<file path="config.mk">
export PLATFORM = sky130hd
export DESIGN_NAME = tse_init_seq
export DESIGN_NICKNAME = d
export VERILOG_FILES = /design/src/rtl/tse_init_seq.sv
export SDC_FILE = /design/constraint.sdc
export NUM_CORES = 1
export LEC_CHECK = 0
export BUFFER_PORTS_ARGS = -buffer_cell sky130_fd_sc_hd__buf_2
export CAP_MARGIN = 40
export CORE_MARGIN = 1.5
export CORE_UTILIZATION = 45
export CTS_BUF_LIST = sky130_fd_sc_hd__clkbuf_4 sky130_fd_sc_hd__clkbuf_8
export DETAILED_ROUTE_END_ITERATION = 10
export PLACE_DENSITY = 0.7
export SYNTH_ARGS = -nofsm -noshare
export SYNTH_HDL_FRONTEND = slang
export SYNTH_SLANG_ARGS = --single-unit
</file>
<file path="constraint.sdc">
create_clock -name clk -period 2.65 [get_ports clk]
set_clock_uncertainty 0.05 [all_clocks]
set_input_delay 0.53 -clock clk [delete_from_list [all_inputs] [get_ports clk]]
set_output_delay 0.53 -clock clk [all_outputs]
set_load 0.01 [all_outputs]
</file>
<file path="src/rtl/tse_init_seq.sv">
// Table-driven TSE MAC register initialisation sequencer.
// Walks an external ADDR/DATA/MASK/OP step table and issues one Avalon-MM access per step.
module tse_init_seq #(
    parameter int ADDR_W      = 10,
    parameter int DATA_W      = 32,
    parameter int STEP_W      = 5,
    parameter int POLL_LIMIT  = 1024,
    parameter int TIMEOUT     = 4096,
    parameter int MAX_RETRY   = 3,
    parameter int AUTO_REINIT = 1
) (
    input  logic              clk,
    input  logic              reset,
    output logic [ADDR_W-1:0] ADR_O,
    input  logic [DATA_W-1:0] DAT_I,
    output logic [DATA_W-1:0] DAT_O,
    output logic              RD,
    output logic              WR,
    input  logic              BUSY,
    output logic [STEP_W-1:0] step_idx,
    input  logic [1:0]        step_op,
    input  logic [ADDR_W-1:0] step_addr,
    input  logic [DATA_W-1:0] step_data,
    input  logic [DATA_W-1:0] step_mask,
    input  logic              led_link,
    output logic              mac_inited,
    output logic              init_error,
    output logic [STEP_W-1:0] err_step,
    output logic [1:0]        retry_cnt
);

    localparam int TMO_W  = $clog2(TIMEOUT + 1);
    localparam int POLL_W = $clog2(POLL_LIMIT + 1);
    localparam logic [TMO_W-1:0]  TMO_LAST  = TMO_W'(TIMEOUT - 1);
    localparam logic [POLL_W-1:0] POLL_LAST = POLL_W'(POLL_LIMIT - 1);
    localparam logic [1:0]        RETRY_MAX = 2'(MAX_RETRY);

    typedef enum logic [2:0] {
        S_WAIT_LINK,
        S_FETCH,
        S_ACCESS,
        S_CHECK,
        S_FAIL,
        S_DONE,
        S_ERROR
    } state_t;

    typedef enum logic [1:0] {
        OP_WRITE  = 2'b00,
        OP_VERIFY = 2'b01,
        OP_POLL   = 2'b10,
        OP_END    = 2'b11
    } op_t;

    state_t              r_state;
    state_t              w_state_nxt;
    op_t                 r_op;
    logic [ADDR_W-1:0]   r_addr;
    logic [DATA_W-1:0]   r_data;
    logic [DATA_W-1:0]   r_mask;
    logic [DATA_W-1:0]   r_rdata;
    logic [STEP_W-1:0]   r_step;
    logic [STEP_W-1:0]   r_err_step;
    logic [POLL_W-1:0]   r_poll_cnt;
    logic [TMO_W-1:0]    r_tmo_cnt;
    logic [1:0]          r_retry;
    logic                r_inited;
    logic                r_error;

    logic w_rd;
    logic w_wr;
    logic w_xfer_done;
    logic w_match;
    logic w_step_inc;
    logic w_poll_inc;
    logic w_retry_ok;
    logic w_relink;

    assign w_xfer_done = (r_state == S_ACCESS) && !BUSY;
    assign w_match     = ((r_rdata ^ r_data) & r_mask) == '0;
    assign w_retry_ok  = r_retry < RETRY_MAX;

    always_ff @(posedge clk) begin
        if (reset) begin
            r_state <= S_WAIT_LINK;
        end else begin
            r_state <= w_state_nxt;
        end
    end

    always_comb begin
        w_state_nxt = r_state;
        w_step_inc  = 1'b0;
        w_poll_inc  = 1'b0;
        w_relink    = 1'b0;
        w_rd        = 1'b0;
        w_wr        = 1'b0;
        case (r_state)
            S_WAIT_LINK: begin
                if (led_link) w_state_nxt = S_FETCH;
            end
            S_FETCH: begin
                w_state_nxt = (op_t'(step_op) == OP_END) ? S_DONE : S_ACCESS;
            end
            S_ACCESS: begin
                // Bus strobes follow the latched op only, so RD and WR are exclusive.
                w_wr = (r_op == OP_WRITE);
                w_rd = (r_op != OP_WRITE);
                if (!BUSY) begin
                    w_state_nxt = S_CHECK;
                end else if (r_tmo_cnt == TMO_LAST) begin
                    w_state_nxt = S_FAIL;
                end
            end
            S_CHECK: begin
                case (r_op)
                    OP_WRITE: begin
                        w_step_inc  = 1'b1;
                        w_state_nxt = S_FETCH;
                    end
                    OP_VERIFY: begin
                        if (w_match) begin
                            w_step_inc  = 1'b1;
                            w_state_nxt = S_FETCH;
                        end else begin
                            w_state_nxt = S_FAIL;
                        end
                    end
                    OP_POLL: begin
                        if (w_match) begin
                            w_step_inc  = 1'b1;
                            w_state_nxt = S_FETCH;
                        end else if (r_poll_cnt == POLL_LAST) begin
                            w_state_nxt = S_FAIL;
                        end else begin
                            w_poll_inc  = 1'b1;
                            w_state_nxt = S_ACCESS;
                        end
                    end
                    default: w_state_nxt = S_FETCH;
                endcase
            end
            S_FAIL: begin
                w_state_nxt = w_retry_ok ? S_FETCH : S_ERROR;
            end
            S_DONE: begin
                if ((AUTO_REINIT != 0) && !led_link) begin
                    w_relink    = 1'b1;
                    w_state_nxt = S_WAIT_LINK;
                end
            end
            S_ERROR: w_state_nxt = S_ERROR;
            default: w_state_nxt = S_WAIT_LINK;
        endcase
    end

    always_ff @(posedge clk) begin
        if (reset) begin
            r_op       <= OP_WRITE;
            r_addr     <= '0;
            r_data     <= '0;
            r_mask     <= '0;
            r_rdata    <= '0;
            r_step     <= '0;
            r_err_step <= '0;
            r_poll_cnt <= '0;
            r_tmo_cnt  <= '0;
            r_retry    <= '0;
            r_inited   <= 1'b0;
            r_error    <= 1'b0;
        end else begin
            if (r_state == S_FETCH) begin
                r_op       <= op_t'(step_op);
                r_addr     <= step_addr;
                r_data     <= step_data;
                r_mask     <= step_mask;
                r_poll_cnt <= '0;
            end
            if (w_poll_inc) r_poll_cnt <= r_poll_cnt + 1'b1;

            // Stall budget is per access: a reissued poll read starts a fresh count.
            if (r_state != S_ACCESS) begin
                r_tmo_cnt <= '0;
            end else if (BUSY) begin
                r_tmo_cnt <= r_tmo_cnt + 1'b1;
            end

            if (w_xfer_done) r_rdata <= DAT_I;
            if (w_step_inc) r_step <= r_step + 1'b1;

            if (r_state == S_FAIL) begin
                r_err_step <= r_step;
                if (w_retry_ok) begin
                    r_retry <= r_retry + 1'b1;
                    r_step  <= '0;
                end
            end

            if (w_relink) begin
                r_step  <= '0;
                r_retry <= '0;
            end

            r_inited <= (w_state_nxt == S_DONE);
            r_error  <= (w_state_nxt == S_ERROR);
        end
    end

    assign ADR_O      = r_addr;
    assign DAT_O      = r_data;
    assign RD         = w_rd;
    assign WR         = w_wr;
    assign step_idx   = r_step;
    assign mac_inited = r_inited;
    assign init_error = r_error;
    assign err_step   = r_err_step;
    assign retry_cnt  = r_retry;

endmodule

</file>
After elaboration in Yosys (flattened, before gate mapping). Index checks and enable logic that the tools add are counted. W data, S select, Z words.

Output and inout bits: 58. Bits in registers: 149. Logic and storage cells: 72. Input port bits: 112.

Equality and inequality tests: 14. Add/sub/neg operators: 4. Magnitude comparators: 1. Muxes and demuxes: 27. Reductions and logical operators: 11. Bitwise gates (word level): 2.

Operators by type and width (number): $and A32 B32 Y32 (1); $logic_not A32 Y1 (1); $xor A32 B32 Y32 (1); $mux W3 (9); $mux W11 (2); $pmux W3 S7 (1); $eq A3 B3 Y1 const B (5); $mux W5 (3); $add A13 B1 Y13 const B (1); $eq A13 B12 Y1 const B (1); $add A11 B1 Y11 const B (1); $eq A11 B10 Y1 const B (1); $mux W1 (10); $eq A3 B2 Y1 const B (2); $pmux W3 S2 (1); $reduce_or A2 Y1 (3); $add A5 B1 Y5 const B (1); $eq A2 B2 Y1 const B (2); $reduce_bool A2 Y1 (2); $eq A3 B1 Y1 const B (1); $logic_not A3 Y1 (1); $ne A3 B2 Y1 const B (1); $add A2 B1 Y2 const B (1); $eq A2 B1 Y1 const B (1); 6 further kinds (6).

Longest topological paths before layout. Gate-level depths: netlist of the first run.

Word-level depth: 9. Mapped depth: 8. Depth with buffers taken out: 7.

Least setup slack after synthesis of the first run. OpenSTA, ideal clock, no wires.

Path kind: input to register. From: in BUSY. To: reg r_state[1]. Cell stages on the path: 8. Buffers on the path: 2. Slack: 0.595 ns. Library setup time: 0.123 ns. Required time: 2.477 ns. Arrival: 1.882 ns. Cell sequence: buf_2 > and3_1 > and3_1 > clkbuf_1 > nand3_1 > a221o_1 > a31oi_2 > nor2_1.

Longest elaborated chain between the ends: 2.

RTL lines: start: declaration (RTL line 19) `input logic BUSY,`; $mux W3 (RTL line 109) `if (!BUSY) begin`; $pmux W3 S7 (RTL line 98) `case (r_state)`; end signal: assignment (RTL line 87) `r_state <= w_state_nxt;`; end: declaration (RTL line 55) `state_t r_state;`.

No other way between the ends. A chain may end at the register's enable or synchronous reset.

Final worst setup path of the first run.
From: reg r_data[3] (netlist: DAT_O[3]). To: reg r_error (netlist: init_error).

Longest elaborated chain between the ends: 7. Elaborated cells between the ends (all ways): 8. Classes of those cells: eq/ne: 1; mux: 4; bitwise: 2; reduce/logical: 1.

RTL lines: start: declaration (RTL line 59) `logic [DATA_W-1:0] r_data;`; start signal: assignment (RTL line 175) `r_data <= step_data;`; $xor A32 B32 Y32 * (RTL line 80) `assign w_match = ((r_rdata ^ r_data) & r_mask) == '0;`; $and A32 B32 Y32 * (RTL line 80); $logic_not A32 Y1 * (RTL line 80); $mux W3, on equally long branches (RTL line 130, 122); $pmux W3 S2 * (RTL line 116) `case (r_op)`; $pmux W3 S7 * (RTL line 98); $eq A3 B3 Y1 * (RTL line 205) `r_error <= (w_state_nxt == S_ERROR);`; end signal: assignment (RTL line 205); end: declaration (RTL line 68) `logic r_error;`.

Mark *: on every way between the ends. The rest lies on a longest branch, timed or not.

==> results of run 1 <==
-- worst reg2reg max path, stage by stage (launching register included) --
cell                      delay (ps)
sky130_fd_sc_hd__dfxtp_1         330
sky130_fd_sc_hd__xor2_1          160
sky130_fd_sc_hd__a22oi_1         370
sky130_fd_sc_hd__nand4_1         240
sky130_fd_sc_hd__or4_4           610
sky130_fd_sc_hd__a311o_1         330
sky130_fd_sc_hd__nor2b_4         130
-- registers in the layout, summed over array words and instances, names as in the netlist, 3 cells and up --
register / count
step_idx: 5
r_rdata: 32
r_tmo_cnt: 13
r_poll_cnt: 11
r_mask: 32
ADR_O: 10
err_step: 5
DAT_O: 32
r_state: 3
-- per-stage QoR --
stage | hold WS (ps) | cell area [sq um]
3_5_place_dp | 395 | 7270
5_1_grt | 242 | 7660
2_1_floorplan | 386 | 6280
6_report | 258 | 7660
3_3_place_gp | 391 | 7250
4_1_cts | 234 | 7660
-- cell type report --
type / count / share of cell area
multi-input combinational: 572 / 0.403
clock buffer: 17 / 0.0306
timing repair buffer: 180 / 0.124
antenna: 1 / 0.000327
sequential: 149 / 0.389
inverter: 9 / 0.00441
clock inverter: 15 / 0.0194
tap: 176 / 0.0288
-- power groups by stage --
stage                     Sequential, mW  Clock [mW]  Combinational (mW)
final                               2.48        1.70               0.839
after global routing                2.50        1.83               0.933
after CTS                           2.48        1.73               0.841
after detailed placement            2.53           0               0.839
after global placement              2.52           0               0.821
after floorplan                     2.54           0               0.517
-- per-layer routing --
metal	global-route usage	wire [um]	up-vias
met1	0.312	7670	2607
met3	0.0681	1100	23
met5	0	23	-
met4	0.0743	278	4
met2	0.343	7100	169
li1	-	-	2920
-- kinds of logic (layout without fill, tap and decap cells) --
family	Yosys count	after routing	share of synthesized area
and+or+nand+nor	351	351	0.245
AOI/OAI and AO/OA	154	154	0.144
DFF	149	149	0.475
buffers and inverters	54	221	0.0349
xor gates and xnor gates	45	45	0.0628
muxes	14	14	0.0223
adders and majority gates	8	8	0.0159
other	0	1	0
-- worst max path at each step --
stage                    end  cells after the start      from
2_1_floorplan     r_state[1]                      8      BUSY
5_1_grt        r_poll_cnt[5]                      6  DAT_O[3]
4_1_cts           init_error                      6  DAT_O[3]
6_report          init_error                      6  DAT_O[3]
3_3_place_gp      init_error                      6  DAT_O[3]
3_5_place_dp      init_error                      6  DAT_O[3]
-- cell usage in the layout, fill, tap and decap left out, types with 2 or more instances in the layout --
master / count
sky130_fd_sc_hd__nand2_1: 240
sky130_fd_sc_hd__buf_2: 168
sky130_fd_sc_hd__dfxtp_1: 149
sky130_fd_sc_hd__a21oi_1: 111
sky130_fd_sc_hd__xor2_1: 41
sky130_fd_sc_hd__nor2_1: 34
sky130_fd_sc_hd__clkbuf_8: 17
sky130_fd_sc_hd__a22oi_1: 15
sky130_fd_sc_hd__nand4_1: 14
sky130_fd_sc_hd__mux2i_1: 14
sky130_fd_sc_hd__nand3_1: 14
sky130_fd_sc_hd__buf_4: 11
sky130_fd_sc_hd__inv_1: 9
sky130_fd_sc_hd__ha_1: 8
sky130_fd_sc_hd__or3_1: 7
sky130_fd_sc_hd__and2_1: 5
sky130_fd_sc_hd__nor3_1: 5
sky130_fd_sc_hd__and3_1: 5
sky130_fd_sc_hd__o221ai_1: 5
sky130_fd_sc_hd__nand2b_1: 4
sky130_fd_sc_hd__nor2b_1: 4
sky130_fd_sc_hd__o21ai_2: 4
sky130_fd_sc_hd__xnor2_1: 4
sky130_fd_sc_hd__o21ai_0: 3
sky130_fd_sc_hd__inv_6: 3
sky130_fd_sc_hd__clkinvlp_4: 3
sky130_fd_sc_hd__inv_8: 3
sky130_fd_sc_hd__clkinv_4: 3
sky130_fd_sc_hd__or2_2: 2
sky130_fd_sc_hd__o21ai_1: 2
sky130_fd_sc_hd__nor4_1: 2
sky130_fd_sc_hd__a221o_1: 2
sky130_fd_sc_hd__o2bb2ai_1: 2
sky130_fd_sc_hd__a211oi_1: 2
sky130_fd_sc_hd__clkinv_2: 2
==> summary.md, run 1 <==
The tools report the post-CTS resize count as 0. Derived from the worst setup path, the maximum achievable clock frequency is 429 MHz. The fraction of synthesized cell area taken by the top area cell type was 0.475.

For the pin with the worst max-slew slack, the measured transition is 592 ps. The share of the clock period used by the worst path after layout came out at 0.879. Overall via count from detail_route: 5723. The run gives 365 ps as the worst setup slack before clock tree synthesis.

Setup repair after global routing left no endpoint under its margin. The net count of the finished layout is 1049. Routability-driven placement finished with a final weighted congestion of 0.819.

The initialized floorplan defines 42 standard-cell rows. The worst hold path belongs to the class input port to register. The run gives 0.339 as the clock power share. The number of warnings printed during yosys synthesis was 0. Sorting the synthesized cells by area gives the leading types as sky130_fd_sc_hd__dfxtp_1 (48%), sky130_fd_sc_hd__nand2_1 (14%), sky130_fd_sc_hd__a21oi_1 (8.8%), sky130_fd_sc_hd__xor2_1 (5.7%), sky130_fd_sc_hd__mux2i_1 (2.2%). The total leakage power was 3.25 nW; the total routing usage reported by global routing was 0.227.

For the area of the mapped netlist, the log shows 6280 sq um. For the worst-skew pair, the clock arrives at the later sink with an insertion delay of 450 ps. Summing all multi-input logic gate instances after layout gives 3090 sq um.

The max-cap check violation count came out at 0. The required arrival time at the worst endpoint is 2940 ps, and the synthesis-to-finish area growth is 22.0%. The synthesized design contains 149 register bits. The core occupancy in the finished layout was 0.569; the horizontal die dimension was 121 um. The flow ran to the end, and the final reports show no timing, DRC or antenna violations. The internal power of the cells totals 3.46 mW.

The worst path meets setup with 319 ps of slack. By count the netlist is led by sky130_fd_sc_hd__nand2_1 (240), sky130_fd_sc_hd__dfxtp_1 (149), sky130_fd_sc_hd__a21oi_1 (111), sky130_fd_sc_hd__xor2_1 (41). Overall routed net length: 16.2 mm. TritonCTS built the clock tree. The kind of cell with the highest combined delay on the critical path is simple AND/OR/NAND/NOR gates. The worst path buffer plus inverter count was 0; the number of hold violations in the final report was 0. The post-synthesis async set-or-reset flop share came out at 0. The critical path is of the register to register type. The worst path in the final design needs a cycle of 2330 ps, including I/O delays and setup. The run gives 0.167 as the combinational power share.

The most used flip-flop cell after synthesis was sky130_fd_sc_hd__dfxtp_1. The die boundary height works out to 121 um. The post-route DRC violation count was 0. The total overflow left after global routing is 0.

The layout has 1328 filler cells. The hold-critical path depth was 3. The post-detailed-route via-to-cell ratio is 5.11.

Post-route antenna net violation count: 0. The final HPWL from detailed placement came out at 11.4 mm. The tools report the register-to-register setup slack as 320 ps. The most frequent cell after synthesis was sky130_fd_sc_hd__nand2_1. The number of instances in the synthesized netlist is 775, and the hold-fix buffer count after cts is 0. The run gives 0.602 as the worst slew margin relative to its limit.

Counting tap cells, the placed design contains a total of 1086 instances. The logs give 0.494 for the part of the power in registers and 53 for the distinct cell type count after synthesis. The sequential cells in the finished layout cover a total of 2980 sq um. The worst setup path is launched from a register. The startpoint identified for the worst register-to-register timing path is DAT_O[3]. Entering global routing, the biggest net connects 63 pins. Input and output buffers added on the ports amount to 169.

The average instance in the mapped netlist occupies 8.10 sq um. The share of post-route cells with drive strength above 1 came out at 0.245. Post-CTS timing repair inserted 0 buffers for setup. Number of global-route vias before repair: 5379. The first global-routing pass estimated 26.3 mm of wire. In this run the standard cell core region covers 13500 sq um.

The run gives 5.01 mW as the post-layout total power. The hold-critical path endpoint is r_mask[18]. The tools report the total number of H-tree levels as 4. The switching share of power is 0.310.

After clock tree synthesis, the clock-pin slew on the worst setup and hold paths is 90 ps. The worst register-to-register path ends at init_error. The number of cells on the worst reg-to-reg path is 6. The proportion of synthesized chip area in sequential cells came out at 0.475. The longest clock path from root to sink contains 2 buffers.

The biggest fanout along the worst timing path was 14. The library cell used as clock root buffer was sky130_fd_sc_hd__clkbuf_8. The run gives 17 as the number of buffers inserted during clock tree synthesis. The per-cell routed wire length came out at 14.5 um. Walking the worst path, the cells encountered are xor2_1, a22oi_1, nand4_1, or4_4, a311o_1, nor2b_4.

When the netlist entered floorplanning its net count stood at 895. Setup violations remaining at the end of the flow were counted as 0. The run gives 0.405 mV as the largest voltage drop on the vdd net.

In this run, the number of DRC markers left after iteration 0 of detailed routing was 456. Counting flops with a built-in enable in the synthesized netlist gives 0. The cell type of the slowest stage on the worst timing path was sky130_fd_sc_hd__or4_4. The initial antenna violation count is 3. The worst setup path is captured at a register.

In this run the power spent charging and discharging nets is 1.55 mW. The tools report the number of pins with negative max-slew slack in the final report as 0. Power spread over the standard cell area amounts to 655 nW/um^2.

The logs give 1119 for the final instance count without filler cells and 149 for the TritonCTS sink count. The floorplan step defined a die boundary enclosing 14700 sq um. The cell type contributing the most total cell area after synthesis is sky130_fd_sc_hd__dfxtp_1.

The tools report the startpoint of the tightest hold check path as step_mask[18]. For this run, the slowest stage of the critical path takes 610 ps. STA puts the critical path data arrival time at 2620 ps. Before antenna repair, the detailed router went through 5 iterations.

Total negative setup slack: 0 ps. 170 I/O pins were placed. The tools report the starting utilization of the core area as 0.467.
Power figures use the tool's default switching activity.
==> run 2: changes to the inputs <==
ABC_CLOCK_PERIOD_IN_PS = 2650   (was unset)
RECOVER_POWER = 100   (was unset)
==> summary.md, run 2 (same netlist as run 1, synthesis figures left out) <==
The run gives 5379 (unchanged) as the number of global-route vias before repair. The number of buffers inserted during clock tree synthesis was 17 (unchanged). Transition at the pin with the smallest max-transition slack: 877 ps (+285 ps). The tools report the starting utilization of the core area as 0.467 (unchanged). The most frequent standard cell in the layout excluding fill and tap cells is sky130_fd_sc_hd__nand2_1.

The horizontal die dimension was 121 um (unchanged). The leftover overflow at the end of global routing is 0 (unchanged), and the post-layout minimum cycle time is 2370 ps (+42.1 ps). The total negative setup slack was 0 ps (unchanged). The overall routed net length was 16.2 mm (about the same); the number of DRC markers in iteration 0 was 425 (-6.8%). The hold-fix buffer count after cts was 0 (unchanged); the final net count was 1049 (unchanged).

Clock power share: 0.341 (+0.002). The die boundary height came out at 121 um (unchanged). The post-route DRC violation count came out at 0 (unchanged). The tools report the net switching power as 1.55 mW (-0.53%).

The part of the power in registers is 0.498 (+0.004). The data arrival time of the critical path came out at 2710 ps (+90 ps). Clock-pin slew on the worst setup and hold paths: 90 ps (about the same).

The share of post-route cells with drive strength above 1 came out at 0.175 (-0.0701). The switching share of power came out at 0.310 (+0.000429). The combined area of the multi-input logic cells was 3060 sq um (-0.85%); the design internal power was 3.43 mW (-0.73%). The min-delay analysis places its worst path in the category input port to register.

The biggest fanout along the worst timing path works out to 14 (unchanged). The tools report the post-route antenna net violation count as 0 (unchanged). The area of the core region was 13500 sq um (unchanged). The logs give 0.415 (-0.187) for the worst slew margin relative to its limit and 1086 (unchanged) for the number of placed instances with taps included. The total leakage power is 2.98 nW (-8.3%), and the synthesis-to-finish area growth is 20.2%.

STA classifies the critical path startpoint as a register. The run gives 0 (unchanged) as the number of setup violations in the final report. Clock tree synthesis selected as its root buffer the cell sky130_fd_sc_hd__clkbuf_8. The number of setup buffers added after CTS was 0 (unchanged).

Final-layout fill cell count: 1365 (+2.8%). The weighted congestion at the end of routability-driven global placement was 0.819 (unchanged); the worst hold-check slack was 258 ps (+0.739 ps). Fmax: 421 MHz (-1.8%). TritonCTS built the clock tree.

The post-layout total power came out at 4.98 mW (-0.67%). The run finished with clean final reports. The final instance count without filler cells came out at 1119 (unchanged). The run gives 2990 ps (+50 ps) as the required arrival time at the worst endpoint. The die outline area came out at 14700 sq um (unchanged).

The buffer levels on the longest clock path is 2 (unchanged). Post-CTS resize count: 0 (unchanged). For the number of pins with negative max-slew slack in the final report, the log shows 0 (unchanged). The overall via count from detail_route was 5704 (-0.33%). The pin count of the biggest net entering global routing was 63 (unchanged); the max-cap check violation count was 0 (unchanged). The top cell types in the final layout, fill and taps aside, are sky130_fd_sc_hd__nand2_1 (240), sky130_fd_sc_hd__dfxtp_1 (149), sky130_fd_sc_hd__a21oi_1 (111), sky130_fd_sc_hd__buf_2 (111), sky130_fd_sc_hd__clkbuf_1 (60). The critical setup path kind is register to register. The wire length of the first global-routing pass is 26.3 mm (unchanged).

Initial antenna violation count: 3 (unchanged). The final HPWL from detailed placement was 11.4 mm (unchanged); the cell area power density was 660 nW/um^2 (+0.83%). For the number of rows in the core area, the log shows 42 (unchanged). Setup repair after global routing left no endpoint under its margin.

The combinational power share was 0.162 (-0.005); the core occupancy in the finished layout was 0.561 (-0.00846). Largest voltage drop on the vdd net: 0.401 mV (-1.0%). The tools report the TritonCTS sink count as 149 (unchanged).

The count of boundary I/O pins came out at 170 (unchanged). The tools report the first-pass iteration count of the detailed router as 5 (unchanged). STA classifies the critical path endpoint as a register. The post-detailed-route via-to-cell ratio is 5.10 (-0.33%), and the number of hold violations in the final report is 0 (unchanged). The per-cell routed wire length was 14.5 um (about the same); the share of the clock period used by the worst path after layout was 0.895 (+0.0159). The run gives 2980 sq um (unchanged) as the register area. Port buffer count: 169 (unchanged). The total number of H-tree levels came out at 4 (unchanged).

The clock insertion delay at the later pin of the skew report was 450 ps (about the same); the total routing usage reported by global routing was 0.227 (unchanged).
[run 2: layout make-up]
class	instances	area share
Antenna cell	1	0.000332
Clock buffer	17	0.0310
Clock inverter	15	0.0197
Inverter	9	0.00448
Multi-Input combinational cell	572	0.405
Sequential cell	149	0.395
Tap cell	176	0.0292
Timing Repair Buffer	180	0.114
[run 2: path summary, 6_finish.rpt]
kind / startpoint / to / slack (ps) / cells after the start
worst max-delay path: DAT_O[3] / step_idx[0] / 280 / 6
worst min register to register: r_mask[19] / r_mask[19] / 410 / 2
worst max register to register: DAT_O[3] / step_idx[0] / 280 / 6
worst min-delay path: DAT_I[14] / r_rdata[14] / 260 / 3
[run 2: critical path, cell delays in order (launching register included)]
cell	delay, ps
sky130_fd_sc_hd__dfxtp_1	340
sky130_fd_sc_hd__xor2_1	160
sky130_fd_sc_hd__a22oi_1	340
sky130_fd_sc_hd__nand4_1	230
sky130_fd_sc_hd__or4_4	590
sky130_fd_sc_hd__o21ai_0	380
sky130_fd_sc_hd__mux2i_1	220
[run 2: power groups by stage]
stage	clock [mW]	combinational [mW]	sequential [mW]
after floorplan	0	0.517	2.54
after global placement	0	0.821	2.52
after detailed placement	0	0.839	2.53
after CTS	1.73	0.841	2.48
after global routing	1.83	0.897	2.50
final	1.70	0.805	2.48
[run 2: per-stage QoR]
stage / instance area (sq um) / setup slack [ps]
finish: 7540 / 277
global route: 7540 / 167
CTS: 7660 / 358
detailed placement: 7270 / 365
global placement: 7250 / 364
floorplan: 6280 / 595
[run 2: metal layers]
metal | share of wire | vias to the layer above | track usage
met4 | 0.017 | 4 | 0.0743
li1 | - | 2920 | -
met1 | 0.47 | 2584 | 0.312
met2 | 0.44 | 173 | 0.343
met3 | 0.070 | 23 | 0.0681
met5 | 0.0014 | - | 0
==> run 3: changes to the inputs <==
ABC_CLOCK_PERIOD_IN_PS = 1900   (was 2650)
PLACE_DENSITY = 0.73   (was 0.7)
clock period = 1.9 ns   (was 2.65 ns; I/O delays follow)
==> summary.md, run 3 (same netlist as run 1, synthesis figures left out) <==
The flow ran to the end, but the final reports show violations. The final reports fail on setup timing. The run gives 1258 (-7.8%) as the final-layout fill cell count. Compared with the post-synthesis result, the final layout area differs by 33.3%.

For the initial antenna violation count, the log shows 1 (-2). Required arrival time at the worst endpoint: 2180 ps (-810 ps). Kind of cell with the highest combined delay on the critical path: buffers and inverters. The post-detailed-route via-to-cell ratio is 5.05 (-0.84%), and the number of placed instances with taps included is 1149 (+5.8%).

The clock insertion delay at the later pin of the skew report was 450 ps (about the same). Clock tree synthesis selected as its root buffer the cell sky130_fd_sc_hd__clkbuf_8. For the post-route antenna net violation count, the log shows 0 (unchanged). For the number of pins with negative max-slew slack in the final report, the log shows 0 (unchanged). The number of DRC markers in iteration 0 is 264 (-38%). On the critical path, the stage with the largest delay is an instance of sky130_fd_sc_hd__a221o_1. The cell that appears most often on the critical path is sky130_fd_sc_hd__buf_4. The number of antenna diodes was 0 (-1); the biggest fanout along the worst timing path was 23 (+9). The TritonCTS sink count is 149 (unchanged). For the buffer levels on the longest clock path, the log shows 2 (unchanged).

The signal on the critical path passes through clkbuf_1, buf_4, buf_4, nor3b_2, clkbuf_4, a221o_1, a31oi_4, nor2_1. Die boundary height: 121 um (unchanged). The first-pass iteration count of the detailed router was 4 (-1).

The port buffer count came out at 169 (unchanged). In this run the worst hold path is classified as input port to register. The share of the clock period used by the worst path after layout works out to 1.10 (+0.208).

For the worst slew margin relative to its limit, the log shows 0.680 (+0.265). The worst setup path is launched from a register. Starting utilization of the core area: 0.467 (unchanged). Final HPWL from detailed placement: 11.7 mm (+2.9%). The worst setup path is of the register to register kind. The share of post-route cells with drive strength above 1 was 0.272 (+0.0968). The run gives 0.622 (+0.0613) as the core occupancy in the finished layout. The worst path buffer plus inverter count works out to 4 (+4). The logs give 0 (unchanged) for the number of hold violations in the final report and 76 (+76) for the number of setup violations in the final report.

The run gives 13500 sq um (unchanged) as the area of the core region. The cell area power density is 893 nW/um^2 (+35%), and the final net count is 1123 (+7.1%). Setup repair after global routing could not meet its margin everywhere. Max-cap check violation count: 0 (unchanged). The horizontal die dimension came out at 121 um (unchanged). STA classifies the critical path endpoint as a register. The fmax was 477 MHz (+13%). The overall routed net length was 16.9 mm (+4.5%).

The die outline area came out at 14700 sq um (unchanged). The total leakage power was 3.48 nW (+17%). The tools report the worst setup slack before clock tree synthesis as -274 ps (-638 ps). The run gives 0 (unchanged) as the leftover overflow at the end of global routing. TritonCTS built the clock tree. Pin count of the biggest net entering global routing: 82 (+30%). The total number of H-tree levels was 4 (unchanged). The logs give 0.233 (+0.00571) for the total routing usage reported by global routing and 170 (unchanged) for the count of boundary I/O pins.

The delay contributed by the slowest stage of the critical path came out at 430 ps (-160 ps). The hold-fix buffer count after cts was 0 (unchanged); the per-cell routed wire length was 14.2 um (-1.8%). The final instance count without filler cells came out at 1191 (+6.4%). The transition at the pin with the smallest max-transition slack was 478 ps (-399 ps); the overall via count from detail_route was 6020 (+5.5%). The clock-pin slew on the worst setup and hold paths was 80 ps (about the same); the data arrival time of the critical path was 2380 ps (-330 ps). The weighted congestion at the end of routability-driven global placement is 0.795 (-2.9%).

The largest voltage drop on the vdd net came out at 0.621 mV (+55%). The number of global-route vias before repair is 5717 (+6.3%), and the number of buffers inserted during clock tree synthesis is 17 (unchanged). The post-route DRC violation count was 0 (unchanged). The library cells used most frequently in the layout, excluding fill and tap cells, are sky130_fd_sc_hd__nand2_1 (240), sky130_fd_sc_hd__dfxtp_1 (145), sky130_fd_sc_hd__buf_2 (123), sky130_fd_sc_hd__a21oi_1 (111), sky130_fd_sc_hd__buf_4 (63). Leaving out fill and tap cells, the most frequent cell in the layout is sky130_fd_sc_hd__nand2_1. The worst hold-check slack is 104 ps (-154 ps), and the wire length of the first global-routing pass is 26.9 mm (+2.3%). The smallest setup slack after layout is -196 ps (-473 ps), and the post-layout minimum cycle time is 2100 ps (-277 ps). For the number of rows in the core area, the log shows 42 (unchanged).
## run 3: metrics by stage
stage               TNS [ps]  instance area, sq um  power (mW)
finish                 -4520                  8370        7.47
global route          -13280                  8370        7.80
CTS                    -2290                  8370        7.52
detailed placement     -3860                  7840        4.93
global placement       -3520                  7840        4.91
floorplan               -350                  6310        4.27
## run 3: area by class of cell
| class | count | area, sq um | area share |
|---|---|---|---|
| clock buffers | 24 | 312 | 0.0372 |
| clock inverters | 7 | 95.1 | 0.0114 |
| inverters | 9 | 33.8 | 0.00404 |
| multi-input cells | 572 | 3210 | 0.383 |
| flip-flops and latches | 149 | 2990 | 0.357 |
| well taps | 176 | 220 | 0.0263 |
| repair buffers | 254 | 1510 | 0.181 |
## run 3: worst reg2reg max path: cells and delay by family (launching register included)
kind | cells | cell delay, ps
AO/OA/AOI/OAI | 2 | 660
AND/OR/NAND/NOR | 2 | 110
flip-flops | 1 | 400
buffers and inverters | 4 | 760
## run 3: repair_timing
item	in CTS	in global routing
setup endpoints to repair	21	22
pin swaps	12	2
buffers inserted	3	9
gates resized for setup	24	8
## run 3: worst paths after layout
check	slack (ps)	to	start	cells past startpoint
setup / recovery	-200	r_state[1]	r_state[2]	8
hold / removal	100	DAT_O[3]	step_data[3]	3
setup reg to reg	-200	r_state[1]	r_state[2]	8
hold reg to reg	410	ADR_O[2]	ADR_O[2]	2
## run 3: per-layer routing
| metal | GRT usage | share of wire | up-vias |
|---|---|---|---|
| met1 | 0.299 | 0.45 | 2770 |
| met5 | 0 | 0 | - |
| li1 | - | - | 3059 |
| met3 | 0.0625 | 0.062 | 24 |
| met2 | 0.380 | 0.47 | 167 |
| met4 | 0.0779 | 0.016 | 0 |
## run 3: power breakdown
part           switching [mW]  internal, mW
Clock                    1.17          1.35
Sequential              0.122          3.32
Combinational           0.851         0.668
